## src/rtl/trap_event_ctrl_pkg.sv

```systemverilog
// trap_event_ctrl_pkg
// Shared types and default timing constants for the trapezoidal-filter
// sequencing controller. The defaults are derived from the filter shape
// (rise time k_v_5, flat top l_v_5) and the filter pipeline depth.
package trap_event_ctrl_pkg;

    localparam int SIZE_FILTER_DATA = 16;

    localparam int K_V_5           = 12;
    localparam int L_V_5           = 4;
    localparam int FILT_PIPE_DEPTH = 16;

    // Filter output is meaningless until the k+l window and the pipeline have filled.
    localparam int DEF_SETTLE_CYC = K_V_5 + L_V_5 + FILT_PIPE_DEPTH;
    // The flat top starts roughly k-l samples after the leading edge crosses threshold.
    localparam int DEF_PEAK_DLY   = K_V_5 - L_V_5;
    // Anything wider than a few full trapezoids is treated as overlapping pulses.
    localparam int DEF_MAX_WIDTH  = 4 * (K_V_5 + L_V_5);

    typedef enum logic [2:0] {
        S_IDLE      = 3'd0,
        S_SETTLE    = 3'd1,
        S_WAIT_TRIG = 3'd2,
        S_FLAT      = 3'd3,
        S_WAIT_FALL = 3'd4
    } trap_ctrl_state_t;

    typedef struct packed {
        logic signed [SIZE_FILTER_DATA-1:0] amp;
        logic                               pileup;
    } trap_result_t;

endpackage

```

## src/rtl/trap_event_ctrl_if.sv

```systemverilog
// trap_event_ctrl_if
// Result handshake between the controller and the readout/histogram logic.
//   res_data   : captured flat-top amplitude (signed)
//   res_pileup : pile-up flag belonging to res_data
//   res_valid  : result available
//   res_ready  : consumer accepts when res_valid and res_ready are both 1
// master = controller side, slave = consumer side.
interface trap_event_ctrl_if
    import trap_event_ctrl_pkg::*;
#(
    parameter int DATA_W = SIZE_FILTER_DATA
);

    logic signed [DATA_W-1:0] res_data;
    logic                     res_pileup;
    logic                     res_valid;
    logic                     res_ready;

    modport master (
        output res_data,
        output res_pileup,
        output res_valid,
        input  res_ready
    );

    modport slave (
        input  res_data,
        input  res_pileup,
        input  res_valid,
        output res_ready
    );

endinterface

```

## src/rtl/trap_event_ctrl_sat_counter.sv

```systemverilog
// sat_counter
// Up-counter that sticks at all-ones.
//   clk   : clock, rising edge
//   reset : synchronous, active-low clear
//   clr   : synchronous clear
//   inc   : count one event
//   count : current value
module sat_counter #(
    parameter int WIDTH = 8
) (
    input  logic             clk,
    input  logic             reset,
    input  logic             clr,
    input  logic             inc,
    output logic [WIDTH-1:0] count
);

    always_ff @(posedge clk) begin
        if (!reset || clr) begin
            count <= '0;
        end else if (inc && (count != '1)) begin
            count <= count + WIDTH'(1);
        end
    end

endmodule

```

## src/rtl/trap_event_ctrl.sv

```systemverilog
// trap_event_ctrl
// Sequencing controller for the trapezoidal shaping filter. Holds the filter
// cleared while idle, waits out the pipeline fill after start, triggers on the
// filtered stream, captures the flat-top amplitude PEAK_DLY samples after the
// trigger, flags pile-up on over-wide pulses and offers one result per pulse.
//   clk        : clock, rising edge
//   reset      : synchronous, active-low
//   enable     : 1 = acquire, 0 = stop and keep filter cleared
//   threshold  : signed trigger level, sampled only while idle
//   filt_data  : signed filter output, one sample per clock
//   filt_run   : filter run (1) / clear (0)
//   busy       : 1 in any state other than idle
//   evt_count  : results loaded into the slot, saturating
//   drop_count : results lost to a full slot, saturating
//   res        : result handshake (master side)
module trap_event_ctrl
    import trap_event_ctrl_pkg::*;
#(
    parameter int DATA_W     = SIZE_FILTER_DATA,
    parameter int SETTLE_CYC = DEF_SETTLE_CYC,
    parameter int PEAK_DLY   = DEF_PEAK_DLY,
    parameter int MAX_WIDTH  = DEF_MAX_WIDTH
) (
    input  logic                     clk,
    input  logic                     reset,
    input  logic                     enable,
    input  logic signed [DATA_W-1:0] threshold,
    input  logic signed [DATA_W-1:0] filt_data,
    output logic                     filt_run,
    output logic                     busy,
    output logic [15:0]              evt_count,
    output logic [7:0]               drop_count,
    trap_event_ctrl_if.master        res
);

    localparam logic [2:0] IDLE      = 3'(S_IDLE);
    localparam logic [2:0] SETTLE    = 3'(S_SETTLE);
    localparam logic [2:0] WAIT_TRIG = 3'(S_WAIT_TRIG);
    localparam logic [2:0] FLAT      = 3'(S_FLAT);
    localparam logic [2:0] WAIT_FALL = 3'(S_WAIT_FALL);

    localparam int SW = $clog2(SETTLE_CYC + 1);
    localparam int WW = $clog2(MAX_WIDTH + 2);

    logic [2:0]               state;
    logic [2:0]               state_nxt;
    logic [SW-1:0]            settle_cnt;
    logic [WW-1:0]            width_cnt;
    logic [7:0]               dly_cnt;
    logic signed [DATA_W-1:0] thr_q;
    logic signed [DATA_W-1:0] peak_q;

    logic above;
    logic capture;
    logic fall_issue;
    logic slot_free;
    logic evt_inc;
    logic drop_inc;

    always_comb begin
        above   = filt_data > thr_q;
        capture = (state == FLAT) && above && (dly_cnt == 8'(PEAK_DLY));
    end

    always_comb begin
        state_nxt = state;
        case (state)
            IDLE:      if (enable) state_nxt = SETTLE;
            SETTLE:    if (settle_cnt == SW'(1)) state_nxt = WAIT_TRIG;
            WAIT_TRIG: if (above) state_nxt = FLAT;
            FLAT: begin
                // A drop below threshold before the capture point is a runt.
                if (!above)       state_nxt = WAIT_TRIG;
                else if (capture) state_nxt = WAIT_FALL;
            end
            WAIT_FALL: if (!above) state_nxt = WAIT_TRIG;
            default:   state_nxt = IDLE;
        endcase
        // Disabling abandons whatever pulse is in flight.
        if (!enable) state_nxt = IDLE;
    end

    always_comb begin
        fall_issue = enable && (state == WAIT_FALL) && !above;
        // An accept in the issue cycle frees the slot for the new result.
        slot_free  = !res.res_valid || res.res_ready;
        evt_inc    = fall_issue && slot_free;
        drop_inc   = fall_issue && !slot_free;
    end

    always_ff @(posedge clk) begin
        if (!reset) begin
            state      <= IDLE;
            filt_run   <= 1'b0;
            busy       <= 1'b0;
            settle_cnt <= '0;
            width_cnt  <= '0;
            dly_cnt    <= '0;
            thr_q      <= '0;
            peak_q     <= '0;
        end else begin
            state    <= state_nxt;
            filt_run <= (state_nxt != IDLE);
            busy     <= (state_nxt != IDLE);
            case (state)
                IDLE: begin
                    thr_q      <= threshold;
                    settle_cnt <= SW'(SETTLE_CYC);
                end
                SETTLE: settle_cnt <= settle_cnt - SW'(1);
                WAIT_TRIG: begin
                    // Loaded every cycle; only meaningful once the trigger fires.
                    width_cnt <= WW'(1);
                    dly_cnt   <= 8'd1;
                end
                FLAT: begin
                    width_cnt <= width_cnt + WW'(1);
                    dly_cnt   <= dly_cnt + 8'd1;
                    if (capture) peak_q <= filt_data;
                end
                WAIT_FALL: begin
                    if (width_cnt <= WW'(MAX_WIDTH)) width_cnt <= width_cnt + WW'(1);
                end
                default: ;
            endcase
        end
    end

    // Result slot: width_cnt at the falling sample counts the trigger sample
    // through the last sample above threshold.
    always_ff @(posedge clk) begin
        if (!reset) begin
            res.res_data   <= '0;
            res.res_pileup <= 1'b0;
            res.res_valid  <= 1'b0;
        end else if (evt_inc) begin
            res.res_data   <= peak_q;
            res.res_pileup <= (width_cnt > WW'(MAX_WIDTH));
            res.res_valid  <= 1'b1;
        end else if (res.res_valid && res.res_ready) begin
            res.res_valid  <= 1'b0;
        end
    end

    sat_counter #(.WIDTH(16)) u_evt_cnt (
        .clk   (clk),
        .reset (reset),
        .clr   (1'b0),
        .inc   (evt_inc),
        .count (evt_count)
    );

    sat_counter #(.WIDTH(8)) u_drop_cnt (
        .clk   (clk),
        .reset (reset),
        .clr   (1'b0),
        .inc   (drop_inc),
        .count (drop_count)
    );

endmodule

```

## src/flat_wrapper.sv

```systemverilog
// flat-port wrapper written by rule: the top's interface ports become plain ports
module trap_event_ctrl_flat import trap_event_ctrl_pkg::*;
#(
    parameter int DATA_W     = SIZE_FILTER_DATA,
    parameter int SETTLE_CYC = DEF_SETTLE_CYC,
    parameter int PEAK_DLY   = DEF_PEAK_DLY,
    parameter int MAX_WIDTH  = DEF_MAX_WIDTH
)
  (clk, reset, enable, threshold, filt_data, filt_run, busy, evt_count, drop_count, res_res_data, res_res_pileup, res_res_valid, res_res_ready);
  trap_event_ctrl_if #(.DATA_W(DATA_W)) res_i ();
  input  logic clk;
  input  logic reset;
  input  logic enable;
  input  logic signed [DATA_W-1:0] threshold;
  input  logic signed [DATA_W-1:0] filt_data;
  output logic filt_run;
  output logic busy;
  output logic [15:0] evt_count;
  output logic [7:0] drop_count;
  output wire logic [$bits(res_i.res_data)-1:0] res_res_data;
  output wire logic [$bits(res_i.res_pileup)-1:0] res_res_pileup;
  output wire logic [$bits(res_i.res_valid)-1:0] res_res_valid;
  input wire logic [$bits(res_i.res_ready)-1:0] res_res_ready;
  assign res_res_data = res_i.res_data;
  assign res_res_pileup = res_i.res_pileup;
  assign res_res_valid = res_i.res_valid;
  assign res_i.res_ready = res_res_ready;
  trap_event_ctrl #(.DATA_W(DATA_W), .SETTLE_CYC(SETTLE_CYC), .PEAK_DLY(PEAK_DLY), .MAX_WIDTH(MAX_WIDTH)) u_core (.clk(clk), .reset(reset), .enable(enable), .threshold(threshold), .filt_data(filt_data), .filt_run(filt_run), .busy(busy), .evt_count(evt_count), .drop_count(drop_count), .res(res_i));
endmodule
```

## config.mk

```make
export PLATFORM = sky130hd
export DESIGN_NAME = trap_event_ctrl_flat
export DESIGN_NICKNAME = d
export VERILOG_FILES = /design/src/rtl/trap_event_ctrl_pkg.sv /design/src/rtl/trap_event_ctrl_if.sv /design/src/rtl/trap_event_ctrl_sat_counter.sv /design/src/rtl/trap_event_ctrl.sv /design/src/flat_wrapper.sv
export SDC_FILE = /design/constraint.sdc
export NUM_CORES = 1
export LEC_CHECK = 0
export CORE_UTILIZATION = 40
export CTS_CLUSTER_DIAMETER = 50
export DETAILED_ROUTE_END_ITERATION = 6
export DONT_BUFFER_PORTS = 1
export PLACE_DENSITY = 0.61
export SYNTH_ARGS = -nofsm -noshare
export SYNTH_HDL_FRONTEND = slang
export SYNTH_SLANG_ARGS = --single-unit
```

## constraint.sdc

```tcl
create_clock -name clk -period 2.7 [get_ports clk]
set_input_delay 0.54 -clock clk [delete_from_list [all_inputs] [get_ports clk]]
set_output_delay 0.54 -clock clk [all_outputs]
set_load 0.005 [all_outputs]
```

==> impl_metrics.csv <==
group,metric,value,unit
detailed_routing,detailedRoute.firstPassIterationCount,4,
synth,synth_top_area_share,41.81,%
sta,timing.max_slew.rel_slack,49.13,%
global_route,grt_max_degree,72,
detailed_routing,routed-via-count,3963,
synth,synth_common_cells,"sky130_fd_sc_hd__nand2_1 (113), sky130_fd_sc_hd__dfxtp_1 (99), sky130_fd_sc_hd__a21oi_1 (48)",
detailed_routing,drtAntennaViolNets,0,
synth,synth.avg_cell_area,8.406,um2
critical_path,crit_type,"flop to flop",
global_route,grt_overflow,0,
critical_path,critical_path.endpoint_type,"flop",
clock_tree,cts_sinks,99,
sta,hold_violations,0,
floorplan,design.portCount,80,
clock_tree,worst_skew_pair.late_latency,0.35,ns
critical_path,worstSetupStartpoint,"u_core.thr_q[8]",
clock_tree,clkTransAtPathRegs,0.07,ns
detailed_routing,routed_wirelength,11080,um
sta,worst-slew-pin-transition,0.7623,ns
final_layout,post_layout_nonfiller_instances,723,
sta,final-max-slew-violation-count,0,
synth,syn-instance-count,564,
synth,synth_fp_nets,624,
synth,synth_edf_count,0,
critical_path,cp_slowest_stage_delay,0.46,ns
critical_path,cp_max_fo,6,
pwr,power_per_cell_area,522.6,nW/um2
floorplan,num_rows,39,
final_layout,num-nets-final,635,
detailed_routing,first_iter_violations,222,
run_status,run_status,"finished, final reports clean",
synth,synth_top_flop_cell,"sky130_fd_sc_hd__dfxtp_1",
synth,synth_top_cell_by_area,"sky130_fd_sc_hd__dfxtp_1",
synth,synth-seq-cells,99,
global_route,global_route.usage.total,17.79,%
floorplan,die_x,110.9,um
worst_hold_path,worst_hold_path_type,"input port to flop",
placement,total_placed_cells_including_tap_cells,701,
run,cap_violations,0,
synth,yosysWarnings,0,
critical_path,r2r_start,"u_core.thr_q[8]",
floorplan,floorplan_die_height,110.9,um
sta,clock_skew,0.009937,ns
final_layout,diodes,0,
clock_tree,ctsRootBufferMaster,"sky130_fd_sc_hd__clkbuf_16",
floorplan,floorplan.initialDensity,41.34,%
placement,gp_congestion,0.8329,
sta,finalSetupViolations,0,
global_route,global_route_wire_length_before_repair,17840,um
critical_path,cp_slowest_cell,"sky130_fd_sc_hd__or4_1",
sta,finalWorstPathRequiredPeriod,2.678,ns
global_route,first_global_vias,3656,
synth,yosys.cell_types.count,53,
floorplan,core_area,11470,um2
critical_path,worstSetupStartpointType,"flop",
critical_path,critPathRequiredTime,2.97,ns
sta,grt_setup_unrepaired,"true",
synth,ys_top_cells_by_area,"sky130_fd_sc_hd__dfxtp_1 (42%), sky130_fd_sc_hd__nand2_1 (8.9%), sky130_fd_sc_hd__mux2i_1 (8.4%), sky130_fd_sc_hd__ha_1 (6.3%), sky130_fd_sc_hd__a21oi_1 (5.1%)",
clock_tree,cts_tree,"built",
clock_tree,cts_inserted_buffers,9,
final_layout,final_core_utilization,49.49,%
clock_tree,clockBufferDepth,2,
pwr,power_leakage,2.131,nW
detailed_routing,routed_via_density,5.481,
synth,synth.most_common_cell,"sky130_fd_sc_hd__nand2_1",
synth,synth.yosys.seq_area_share,41.81,%
critical_path,cp_data_arrival_time,2.95,ns
clock_tree,ctsHtreeMaxLevel,3,
placement,place.detailed.hpwl,7689,um
synth,syn_area,4741,um2
synth,ys_async_rst_share,0,%
detailed_routing,detail_route.drc_violations,0,
final_layout,layout-drive-gt1-share,17.07,%
sta,fmax,373.4,MHz
critical_path,cp_cell_sequence,"inv_1, ha_1, nand4_1, a2111o_1, and3_4, a211o_4, clkbuf_16, or4_1, a21oi_1",
worst_hold_path,hold_path.startpoint,"threshold[9]",
global_route,antenna_found_initial,0,
sta,timing.final.crit_share,99.20,%
floorplan,die_area,12290,um2
final_layout,nFillCells,1068,
detailed_routing,avgRoutedWirePerCell,15.32,um
placement,io_buffer_count,0,
final_layout,layout_area_growth_over_synthesis,19.71,%
pwr,ir_drop_worst_vdd,0.4621,mV
clock_tree,holdBufCountCts,0,
where the power goes:
group	switching, W	leakage [nW]	internal (W)
Combinational	0.000116	1.18	0.000102
Sequential	0.0000144	0.806	0.00148
Clock	0.000603	0.141	0.000650
Total	0.000732	2.13	0.00223
sequential cells by signal, summed over array words and instances (netlist names):
name and flops:
u_core.filt_run 1, u_core.res.res_valid 1, u_core.u_drop_cnt.count 8, u_core.width_cnt 7
u_core.thr_q 16, u_core.u_evt_cnt.count 16, u_core.res.res_pileup 1, u_core.settle_cnt 6
u_core.dly_cnt 8, u_core.res.res_data 16, u_core.peak_q 16, u_core.state 3
area by class of cell:
class	count	area (um2)	share of cell area [%]
inverter	29	108.9	1.918
clock buffer	9	225.2	3.968
tap	143	178.9	3.153
multi-input combinational	407	2784	49.05
clock inverter	7	65.06	1.146
timing repair buffer	29	319.1	5.622
sequential	99	1994	35.14
path summary, 6_finish.rpt:
path	endpoint	slack (ns)	cells after the start
max reg2reg	u_core.u_drop_cnt.count[3]	0.02	9
min reg2reg	u_core.thr_q[7]	0.45	2
max	u_core.u_drop_cnt.count[3]	0.02	9
min	u_core.thr_q[9]	0.32	2
what timing repair did:
| action | 4_1_cts | 5_1_grt |
|---|---|---|
| pin swaps | 1 | 21 |
| setup endpoints to repair | 3 | 55 |
| cloned | 0 | 2 |
| setup buffers | 0 | 4 |
| gates resized for setup | 0 | 53 |
| endpoints found under the hold margin | 0 | 0 |
cells by family (layout without fill, tap and decap cells):
group	count (synthesis)	after routing	share of synthesized area, %
AOI/OAI and AO/OA	104	104	13.46
xor gates and xnor gates	4	4	0.7389
adders and majority gates	24	24	6.334
buffers and inverters	58	74	4.961
DFF	99	99	41.81
muxes	41	41	8.683
and+or+nand+nor	234	234	24.02
layer usage:
metal	global-route usage [%]	routed length (um)	up-vias
met4	6.222	141	0
met3	5.741	629	14
met1	22.37	5058	1869
li1	-	-	2006
met2	28.53	5246	74
met5	0	0	-
layout by cell type, fill, tap and decap left out, drive strengths merged, types with 2 or more instances in the layout:
cell type	Yosys	layout
a2111oi	2	2
a211oi	4	4
a21boi	2	2
a21o	3	3
a21oi	48	48
a311oi	2	2
and3	7	7
and4	2	2
buf	6	27
clkbuf	23	11
dfxtp	99	99
ha	24	24
inv	29	34
mux2i	40	40
nand2	113	113
nand2b	8	8
nand3	24	24
nand3b	2	2
nand4	13	13
nor2	27	27
nor2b	4	4
nor3	4	4
nor4	8	8
o211ai	5	5
o21a	5	5
o21ai	17	17
o31ai	10	10
or3	8	8
or4	8	8
xor2	4	4
stage by stage:
stage               area [um2]  hold slack (ns)  total power, W  worst slack [ns]  TNS (ns)
global route              5675           0.3090        0.003102          -0.03399  -0.08338
global placement          5034           0.4439        0.001696          -0.08653   -0.7603
finish                    5675           0.3173        0.002966           0.02170         0
CTS                       5324           0.3030        0.002961           0.05018         0
floorplan                 4741           0.4363        0.001661           0.03761         0
detailed placement        5034           0.4473        0.001704           -0.1445    -2.185
critical path, delay by kind of cell (launching register included):
family | cells | cell delay [ns]
DFF | 1 | 0.33
AOI/OAI and AO/OA | 3 | 0.89
adders and majority gates | 1 | 0.27
and+or+nand+nor | 3 | 0.90
buffers and inverters | 2 | 0.22
Note: power is estimated with default switching activity, not from simulation.
